File: src/rtl/tt_ctrl_sel_seq_pkg.sv
// Shared definitions for the tt_top mux-control sequencer: state encoding,
// address field layout and default timing.
package tt_ctrl_sel_seq_pkg;

    typedef enum logic [2:0] {
        ST_IDLE   = 3'd0,
        ST_RST    = 3'd1,
        ST_INC_HI = 3'd2,
        ST_INC_LO = 3'd3,
        ST_SETTLE = 3'd4,
        ST_ACT    = 3'd5
    } state_t;

    // Linear design address: Y in the upper field, X in the lower field
    localparam int DEF_ADDR_W = 10;
    localparam int Y_W        = 5;
    localparam int X_W        = 5;
    localparam int Y_LSB      = 5;
    localparam int X_LSB      = 0;

    localparam int DEF_RST_LEN = 4;
    localparam int DEF_INC_GAP = 1;
    localparam int DEF_SETTLE  = 2;

    function automatic logic [DEF_ADDR_W-1:0] make_addr(input logic [Y_W-1:0] y,
                                                        input logic [X_W-1:0] x);
        logic [DEF_ADDR_W-1:0] a;
        a = '0;
        a[Y_LSB +: Y_W] = y;
        a[X_LSB +: X_W] = x;
        return a;
    endfunction

endpackage

File: src/rtl/tt_ctrl_pulse_gen.sv
// Emits a train of N single-cycle increment pulses, each followed by INC_GAP
// low cycles. The parent never loads with N=0.
module tt_ctrl_pulse_gen #(
    parameter int ADDR_W  = 10,
    parameter int INC_GAP = 1
) (
    input  logic              clk,
    input  logic              rst_n,
    input  logic              load,
    input  logic [ADDR_W-1:0] n,
    output logic              inc,
    output logic              last,
    output logic              gap_done
);

    localparam int GAP_W = (INC_GAP > 1) ? $clog2(INC_GAP) : 1;

    logic              busy;
    logic [ADDR_W-1:0] rem;
    logic [GAP_W-1:0]  gap_cnt;

    // rem counts pulses still owed after the one currently high
    always_ff @(posedge clk) begin
        if (!rst_n) begin
            inc     <= 1'b0;
            busy    <= 1'b0;
            rem     <= '0;
            gap_cnt <= '0;
        end else if (load) begin
            inc     <= 1'b1;
            busy    <= 1'b1;
            rem     <= n - ADDR_W'(1);
            gap_cnt <= '0;
        end else if (inc) begin
            inc     <= 1'b0;
            gap_cnt <= GAP_W'(INC_GAP - 1);
        end else if (busy) begin
            if (gap_cnt != '0) begin
                gap_cnt <= gap_cnt - GAP_W'(1);
            end else if (rem != '0) begin
                inc <= 1'b1;
                rem <= rem - ADDR_W'(1);
            end else begin
                busy <= 1'b0;
            end
        end
    end

    assign last     = inc && (rem == '0);
    assign gap_done = busy && !inc && (gap_cnt == '0);

endmodule

File: src/rtl/tt_ctrl_sel_seq.sv
// Drives tt_top's ctrl_sel_rst_n / ctrl_sel_inc / ctrl_ena to select a user
// design by linear address, tracking chain position so forward moves skip the reset.
module tt_ctrl_sel_seq
    import tt_ctrl_sel_seq_pkg::*;
#(
    parameter int ADDR_W  = DEF_ADDR_W,
    parameter int RST_LEN = DEF_RST_LEN,
    parameter int INC_GAP = DEF_INC_GAP,
    parameter int SETTLE  = DEF_SETTLE
) (
    input  logic              clk,
    input  logic              rst_n,
    input  logic              req_valid,
    input  logic [ADDR_W-1:0] req_addr,
    output logic              req_ready,
    input  logic              dis,
    output logic              ctrl_sel_rst_n,
    output logic              ctrl_sel_inc,
    output logic              ctrl_ena,
    output logic [ADDR_W-1:0] cur_addr,
    output logic              active,
    output logic              done,
    output state_t            dbg_state
);

    localparam int RST_W = (RST_LEN > 1) ? $clog2(RST_LEN) : 1;
    localparam int SET_W = (SETTLE > 1) ? $clog2(SETTLE) : 1;

    state_t            state;
    logic              pos_valid;
    logic              last_seen;
    logic [ADDR_W-1:0] tgt_n;
    logic [RST_W-1:0]  rst_cnt;
    logic [SET_W-1:0]  settle_cnt;

    logic              accept;
    logic              full_path;
    logic              rst_last;
    logic [ADDR_W-1:0] step_n;
    logic              pg_load;
    logic [ADDR_W-1:0] pg_n;
    logic              pg_last;
    logic              pg_gap_done;

    // Handshake: a request transfers on a posedge where req_valid && req_ready.
    // req_ready is high only in IDLE and ACT; a requester seeing it low must
    // hold req_valid and req_addr stable. Nothing is queued.
    always_comb begin
        accept    = req_valid && req_ready;
        full_path = !pos_valid || (req_addr < cur_addr);
        step_n    = req_addr - cur_addr;
        rst_last  = (state == ST_RST) && (rst_cnt == '0);
        pg_load   = (accept && !full_path && (step_n != '0)) ||
                    (rst_last && (tgt_n != '0));
        pg_n      = rst_last ? tgt_n : step_n;
    end

    tt_ctrl_pulse_gen #(
        .ADDR_W  (ADDR_W),
        .INC_GAP (INC_GAP)
    ) u_pulse_gen (
        .clk      (clk),
        .rst_n    (rst_n),
        .load     (pg_load),
        .n        (pg_n),
        .inc      (ctrl_sel_inc),
        .last     (pg_last),
        .gap_done (pg_gap_done)
    );

    always_ff @(posedge clk) begin
        if (!rst_n) begin
            state          <= ST_IDLE;
            ctrl_sel_rst_n <= 1'b0;
            ctrl_ena       <= 1'b0;
            active         <= 1'b0;
            done           <= 1'b0;
            req_ready      <= 1'b1;
            cur_addr       <= '0;
            pos_valid      <= 1'b0;
            last_seen      <= 1'b0;
            tgt_n          <= '0;
            rst_cnt        <= '0;
            settle_cnt     <= '0;
        end else begin
            done <= 1'b0;
            case (state)
                ST_IDLE, ST_ACT: begin
                    // A request beats a simultaneous dis
                    if (accept) begin
                        ctrl_ena  <= 1'b0;
                        active    <= 1'b0;
                        req_ready <= 1'b0;
                        if (full_path) begin
                            state          <= ST_RST;
                            ctrl_sel_rst_n <= 1'b0;
                            rst_cnt        <= RST_W'(RST_LEN - 1);
                            tgt_n          <= req_addr;
                        end else if (step_n != '0) begin
                            state <= ST_INC_HI;
                        end else begin
                            state      <= ST_SETTLE;
                            settle_cnt <= SET_W'(SETTLE - 1);
                        end
                    end else if ((state == ST_ACT) && dis) begin
                        state    <= ST_IDLE;
                        ctrl_ena <= 1'b0;
                        active   <= 1'b0;
                    end
                end
                ST_RST: begin
                    cur_addr  <= '0;
                    pos_valid <= 1'b1;
                    if (rst_cnt == '0) begin
                        ctrl_sel_rst_n <= 1'b1;
                        if (tgt_n != '0) begin
                            state <= ST_INC_HI;
                        end else begin
                            state      <= ST_SETTLE;
                            settle_cnt <= SET_W'(SETTLE - 1);
                        end
                    end else begin
                        rst_cnt <= rst_cnt - RST_W'(1);
                    end
                end
                ST_INC_HI: begin
                    cur_addr  <= cur_addr + ADDR_W'(1);
                    last_seen <= pg_last;
                    state     <= ST_INC_LO;
                end
                ST_INC_LO: begin
                    if (pg_gap_done) begin
                        if (last_seen) begin
                            state      <= ST_SETTLE;
                            settle_cnt <= SET_W'(SETTLE - 1);
                        end else begin
                            state <= ST_INC_HI;
                        end
                    end
                end
                ST_SETTLE: begin
                    if (settle_cnt == '0) begin
                        state     <= ST_ACT;
                        ctrl_ena  <= 1'b1;
                        active    <= 1'b1;
                        done      <= 1'b1;
                        req_ready <= 1'b1;
                    end else begin
                        settle_cnt <= settle_cnt - SET_W'(1);
                    end
                end
                default: state <= ST_IDLE;
            endcase
        end
    end

    assign dbg_state = state;

endmodule
File: config.mk
export PLATFORM = sky130hd
export DESIGN_NAME = tt_ctrl_sel_seq
export DESIGN_NICKNAME = d
export VERILOG_FILES = /design/src/rtl/tt_ctrl_sel_seq_pkg.sv /design/src/rtl/tt_ctrl_pulse_gen.sv /design/src/rtl/tt_ctrl_sel_seq.sv
export SDC_FILE = /design/constraint.sdc
export NUM_CORES = 1
export LEC_CHECK = 0
export BUFFER_PORTS_ARGS = -buffer_cell sky130_fd_sc_hd__buf_2
export CAP_MARGIN = 20
export CORE_ASPECT_RATIO = 0.75
export CORE_UTILIZATION = 40
export CTS_BUF_LIST = sky130_fd_sc_hd__clkbuf_16
export DETAILED_ROUTE_END_ITERATION = 10
export PLACE_DENSITY = 0.57
export SLEW_MARGIN = 15
export SYNTH_ARGS = -nofsm -noshare
export SYNTH_HDL_FRONTEND = slang
export SYNTH_HIERARCHICAL = 1
export SYNTH_SLANG_ARGS = --single-unit
File: constraint.sdc
create_clock -name clk -period 7.2 [get_ports clk]
set_input_delay 1.08 -clock clk [delete_from_list [all_inputs] [get_ports clk]]
set_output_delay 1.08 -clock clk [all_outputs]
set_load 0.01 [all_outputs]
Word level (Yosys, flattened, before mapping)
Cells that the tools add are included.

word-level totals
  bits in registers = 45
  latch bits = 0
  memory bits (writable) = 0
  bits in read-only memories = 0
  bits of input ports = 14
  output and inout port bits = 19
  logic and storage cells = 131
  memories = 0

operators by class
  add/subtract/negate cells = 7
  multiply operators = 0
  divide/modulo/power cells = 0
  magnitude comparators = 1
  eq/ne operators = 18
  shift operators = 0
  mux-type cells = 51
  bitwise gates (word level) = 2
  reduce and logical (&&, ||, !) cells = 37

operator list
  kind                                                                   count
  10-bit 2-to-1 mux                                                      6
  10-bit nonzero test                                                    3
  3-bit 2-to-1 mux                                                       9
  1-bit 2-to-1 mux                                                       26
  2-bit != test, second input constant                                   11
  10-bit case mux with 2 select lines                                    1
  10-bit by 1-bit subtractor with 10-bit output, second input constant   2
  4-bit AND reduction                                                    4
  3-bit case mux with 5 select lines                                     1
  10-bit by 1-bit adder with 10-bit output, second input constant        1
  10-bit logical NOT                                                     1
  10-bit less-than comparator                                            1
  2-bit nonzero test                                                     5
  10-bit subtractor                                                      1
  1-bit logical AND                                                      9
  3-bit AND reduction                                                    3
  8-bit AND reduction                                                    1
  3-bit by 2-bit equality test with 1-bit output, second input constant  2
  3-bit equality test, second input constant                             2
  2-bit 2-to-1 mux                                                       3
  1-bit case mux with 2 select lines                                     3
  1-bit case mux with 4 select lines                                     1
  2-bit case mux with 2 select lines                                     1
  4-bit nonzero test                                                     1
  13 further kinds                                                       18

Logic depth before layout (Yosys ltp)
  depth after elaboration = 8
  mapped depth = 18
  depth with buffers taken out = 16

By module
Netlist, hierarchy kept.

modules (own cells, without submodules)
  module             times used  cells an instance  area each (um^2)  seq. area each (um^2)
  tt_ctrl_sel_seq    1           291                2239.6            640.6
  tt_ctrl_pulse_gen  1           103                860.8             240.2

Worst setup path before layout
OpenSTA, ideal clock, no wires.

  path kind = input to register
  start point = in req_addr[0]
  end point = reg u_pulse_gen.rem[6]
  library setup time = 0.070 ns
  data arrival time = 4.908 ns
  data required time = 7.130 ns
  setup slack = 2.222 ns
  cell stages on the path = 17
  buffers on the path = 2
  cells stage by stage = inv_1 > ha_1 > fa_1 > nand2b_1 > a211oi_2 > nor4_4 > o32ai_4 > nand3_1 > o21ai_0 > clkbuf_1 > clkbuf_1 > mux2i_1 > ha_1 > o211ai_1 > a2111oi_0 > o21ai_1 > a21boi_1

on the way
  cells in the longest elaborated chain, start to end = 8
  elaborated cells between the ends (all ways) = 16
  classes of those cells = 2 x add/sub; 1 x order compare; 2 x eq/ne; 2 x mux; 9 x reduce/logical

RTL lines
  element                                                               RTL line                 source
  start, declared                                                       tt_ctrl_sel_seq.sv:14    input logic [ADDR_W-1:0] req_addr,
  branches (longest 4 deep; another with 10-bit subtractor)             n/a
  1-bit logical AND (*)                                                 tt_ctrl_sel_seq.sv:53    pg_load = (accept && !full_path && (step_n != '0)) ||
  1-bit logical OR (*)                                                  tt_ctrl_sel_seq.sv:53
  via pg_load                                                           tt_ctrl_sel_seq.sv:40    logic pg_load;
  2-bit != test (no line) / 2-bit nonzero test (equally long branches)  n/a
  4-bit AND reduction (no line)                                         n/a
  end signal, assigned                                                  tt_ctrl_pulse_gen.sv:32  rem <= n - ADDR_W'(1);
  end signal, assigned                                                  tt_ctrl_pulse_gen.sv:42  rem <= rem - ADDR_W'(1);
  end, declared                                                         tt_ctrl_pulse_gen.sv:19  logic [ADDR_W-1:0] rem;

Mark *: on every way through the listed nets, which the timed path passes.
A chain may end at the register's enable or synchronous reset.

Worst setup path in the final report
  start point = in req_addr[0]
  end point = reg u_pulse_gen.rem[9]

The elaborated chain is that of the path after synthesis.

==> metrics.md <==
| Metric | Value |
|---|---|
| Run status | complete, no violations |
| GR Overflow Total | 0 |
| Comb power frac | 44.2% |
| Leak | 1.39 nW |
| Final Core Density | 46.6% |
| Syn Inst Count | 394 |
| Crit-path leading delay family | compound AO/OA/AOI/OAI gates |
| Cts repair resizes | 0 |
| Tmin final | 4.76 ns |
| Ys async rst share | 0% |
| Crit-path max cell delay | 0.53 ns |
| RSZ-0062 raised after global routing | false |
| Final Cycle Share | 66.1% |
| Sink Count | 44 |
| Met3 Use GR | 3.65% |
| I/O pins | 33 |
| M2 GR Usage | 32.3% |
| Final Skew | 0.00505 ns |
| Switching power total | 0.363 mW |
| Share of the synthesized area in the top cell type | 28.4% |
| Hold-fix buffers at CTS | 0 |
| GP Congestion | 0.850 |
| Clock-pin transition on the worst setup and hold timing paths | 0.06 ns |
| Clk pwr share | 22.7% |
| Part of the Yosys area used for sequential elements | 28.4% |
| Fillers | 787 |
| Synthesized area per cell | 7.87 sq um |
| Synth area leaders | dfxtp_1 28%, nand2_1 7.1%, ha_1 5.2% |
| GR Util All Layers | 21.0% |
| Die Width | 104 microns |
| Maximum number of pins on one net before global-route repair | 48 |
| Most frequently used flop master after synthesis | dfxtp_1 |
| Port bufs | 32 |
| CTS max path bufs | 2 |
| CTS Buf Count | 5 |
| CP Buf/Inv Count | 3 |
| Post-DR wirelength/cell | 15.2 microns |
| Placed insts | 514 |
| Peak VDD IR | 0.0927 mV |
| ANT nets after route | 0 |
| Final Net Count | 448 |
| Area grow syn2layout | 11.8% |
| Pins over their slew limit | 0 |
| Commonest non-fill, non-tap cell in the layout | nand2_1 |
| Layout Cells excl Fill | 522 |
| HPWL Detailed | 6.00 mm |
| Slew @ Worst Pin | 0.905 ns |
| First-pass DRT Iterations | 4 |
| Slowest-stage cell, CP | or4b_4 |
| Post-synth EDFFs | 0 |
| Seq cells post-synth | 44 |
| Via density | 5.60 |
| Area leader, netlist | dfxtp_1 |
| Die Ht | 78.2 microns |
| Power Density | 277 nW/um^2 |
| Most Crowded Layer GR | met2 |
| WS Path Type | input port to register |
| First-pass GRT wire length | 13.7 mm |
| Starting Density | 41.7% |
| Worst hold-check path type | register to register |
| Nature of the critical path endpoint | register |
| Synth warnings | 6 |
| WP data required | 7.43 ns |
| Synth unique cells | 71 |
| Worst EP arrival | 4.99 ns |
| Most frequent cells in the layout | 59 x nand2_1, 44 x dfxtp_1, 33 x nor2_1 |
| Setup_tns | 0 ns |
| DR iter-0 viols | 189 |
| Post-CTS Setup Bufs | 0 |
| Setup violators final | 0 |
| Antenna violations before repair | 0 |
| N_diodes | 0 |
| Post-Syn Nets | 422 |
| Reg power frac | 33.1% |
| Share of cells above drive strength 1 | 14.0% |
| # H-tree levels | 2 |
| Met1 Use GR | 30.3% |
| Cell breakdown of the critical path | buf_2 -> inv_1 -> ha_1 -> fa_1 -> nand2b_1 -> a211oi_2 -> nor4_4 -> o32ai_4 -> nand3_1 -> o21ai_1 -> buf_4 -> or4b_4 -> a2bb2o_4 -> or3_4 -> o32ai_2 -> a21o_1 |
| Hold Vio Cnt, Final | 0 |
| Max Cap Viol | 0 |
| Worst setup SP type | input port |
| Root buf cell | clkbuf_16 |
| Crit-path max FO | 25 |
| Die area | 8110 sq um |
| Switch share | 37.9% |
| DRT Wirelength | 7.96 mm |
| Vias | 2923 |
| CTS tree | done |
| Rel. slew slack | 39.5% |
| Skew-Pair Late Insertion Delay | 0.28 ns |
| Core area | 7430 sq um |
| Syn Std Cell Area | 3100 sq um |
| Cell Int Power | 0.596 mW |
| Drc violations | 0 |
| F_max | 210 MHz |
| Row cnt | 27 |
| Vias in the first global route | 2708 |
path summary, 6_finish.rpt:
| check | from | slack [ns] | cells after the start | end |
|---|---|---|---|---|
| setup / recovery | req_addr[0] | 2.44 | 16 | u_pulse_gen/rem[9] |
| hold / removal | u_pulse_gen/busy | 0.46 | 2 | u_pulse_gen/busy |
| setup reg to reg | cur_addr[0] | 2.98 | 14 | u_pulse_gen/rem[9] |
| hold reg to reg | u_pulse_gen/busy | 0.46 | 2 | u_pulse_gen/busy |
Yosys cell counts (2+ instances only):
cell / count
dfxtp_1: 44
or3_1: 5
a21oi_1: 23
nor2_1: 33
mux2i_1: 15
o22ai_1: 2
a2111oi_0: 2
nor4_1: 5
o21ai_1: 6
o22a_1: 2
inv_1: 20
nand2_1: 59
o211ai_1: 2
nand3_1: 17
xnor2_1: 7
nand2b_1: 7
a21boi_1: 3
o31a_1: 2
clkbuf_1: 11
a31oi_1: 2
or2_2: 4
o21ai_0: 21
o2111ai_1: 2
and2_1: 2
xor2_1: 5
ha_1: 13
a211oi_1: 2
nor2b_1: 4
and4_1: 2
nor3b_1: 5
a22oi_1: 3
a21o_1: 4
o21a_1: 6
or4_1: 3
nor3_1: 4
and3_1: 3
o211a_1: 3
a221oi_1: 3
or3b_1: 2
o31ai_1: 3
mux2_2: 3
flip-flops by register name, indices dropped and copies added, names as in the netlist, 2 cells and up:
signal,cells
cur_addr,10
dbg_state,3
rst_cnt,2
tgt_n,10
u_pulse_gen/rem,10
routing by layer:
metal | share of wire [%] | vias to the layer above
li1 | - | 1487
met1 | 53 | 1373
met2 | 42 | 57
met3 | 3.9 | 6
met4 | 0.82 | 0
met5 | 0 | -
per-stage QoR:
stage	power, mW	hold slack [ns]	instance area, sq um	worst slack [ns]
5_1_grt	1.04	0.504	3470	2.19
2_1_floorplan	0.654	0.439	3100	2.22
3_5_place_dp	0.743	0.455	3330	2.20
6_report	0.960	0.459	3470	2.44
4_1_cts	0.965	0.463	3470	2.45
3_3_place_gp	0.738	0.447	3330	2.32
area by class of cell:
class | instances | area, sq um | share of cell area, %
multi-input combinational | 316 | 2080 | 60.0
sequential | 44 | 881 | 25.4
clock inverter | 3 | 11.3 | 0.325
tap | 101 | 126 | 3.65
clock buffer | 5 | 125 | 3.61
inverter | 20 | 75.1 | 2.17
timing repair buffer | 33 | 168 | 4.84
worst register-to-register path, cell delays in order, from the launching register on:
cell	delay, ns
dfxtp_1	0.36
ha_1	0.23
fa_1	0.41
nand2b_1	0.21
a211oi_2	0.39
nor4_4	0.11
o32ai_4	0.36
nand3_1	0.13
o21ai_1	0.14
buf_4	0.27
or4b_4	0.54
a2bb2o_4	0.26
or3_4	0.39
o32ai_2	0.25
a21o_1	0.11
power groups by stage:
| stage | Sequential (mW) | Combinational [mW] | Clock, mW |
|---|---|---|---|
| floorplan | 0.314 | 0.340 | 0 |
| global placement | 0.322 | 0.416 | 0 |
| detailed placement | 0.322 | 0.420 | 0 |
| CTS | 0.317 | 0.422 | 0.225 |
| global route | 0.324 | 0.474 | 0.237 |
| finish | 0.318 | 0.424 | 0.218 |
cell families after synthesis:
| logic type | Yosys count | share of synthesized area [%] |
|---|---|---|
| muxes | 18 | 5.93 |
| DFF | 44 | 28.4 |
| xor gates and xnor gates | 12 | 3.39 |
| adders and majority gates | 14 | 5.89 |
| buffers and inverters | 34 | 4.52 |
| AOI/OAI and AO/OA | 108 | 24.9 |
| and+or+nand+nor | 164 | 26.9 |
No activity file was read; power rests on OpenSTA's default activity.
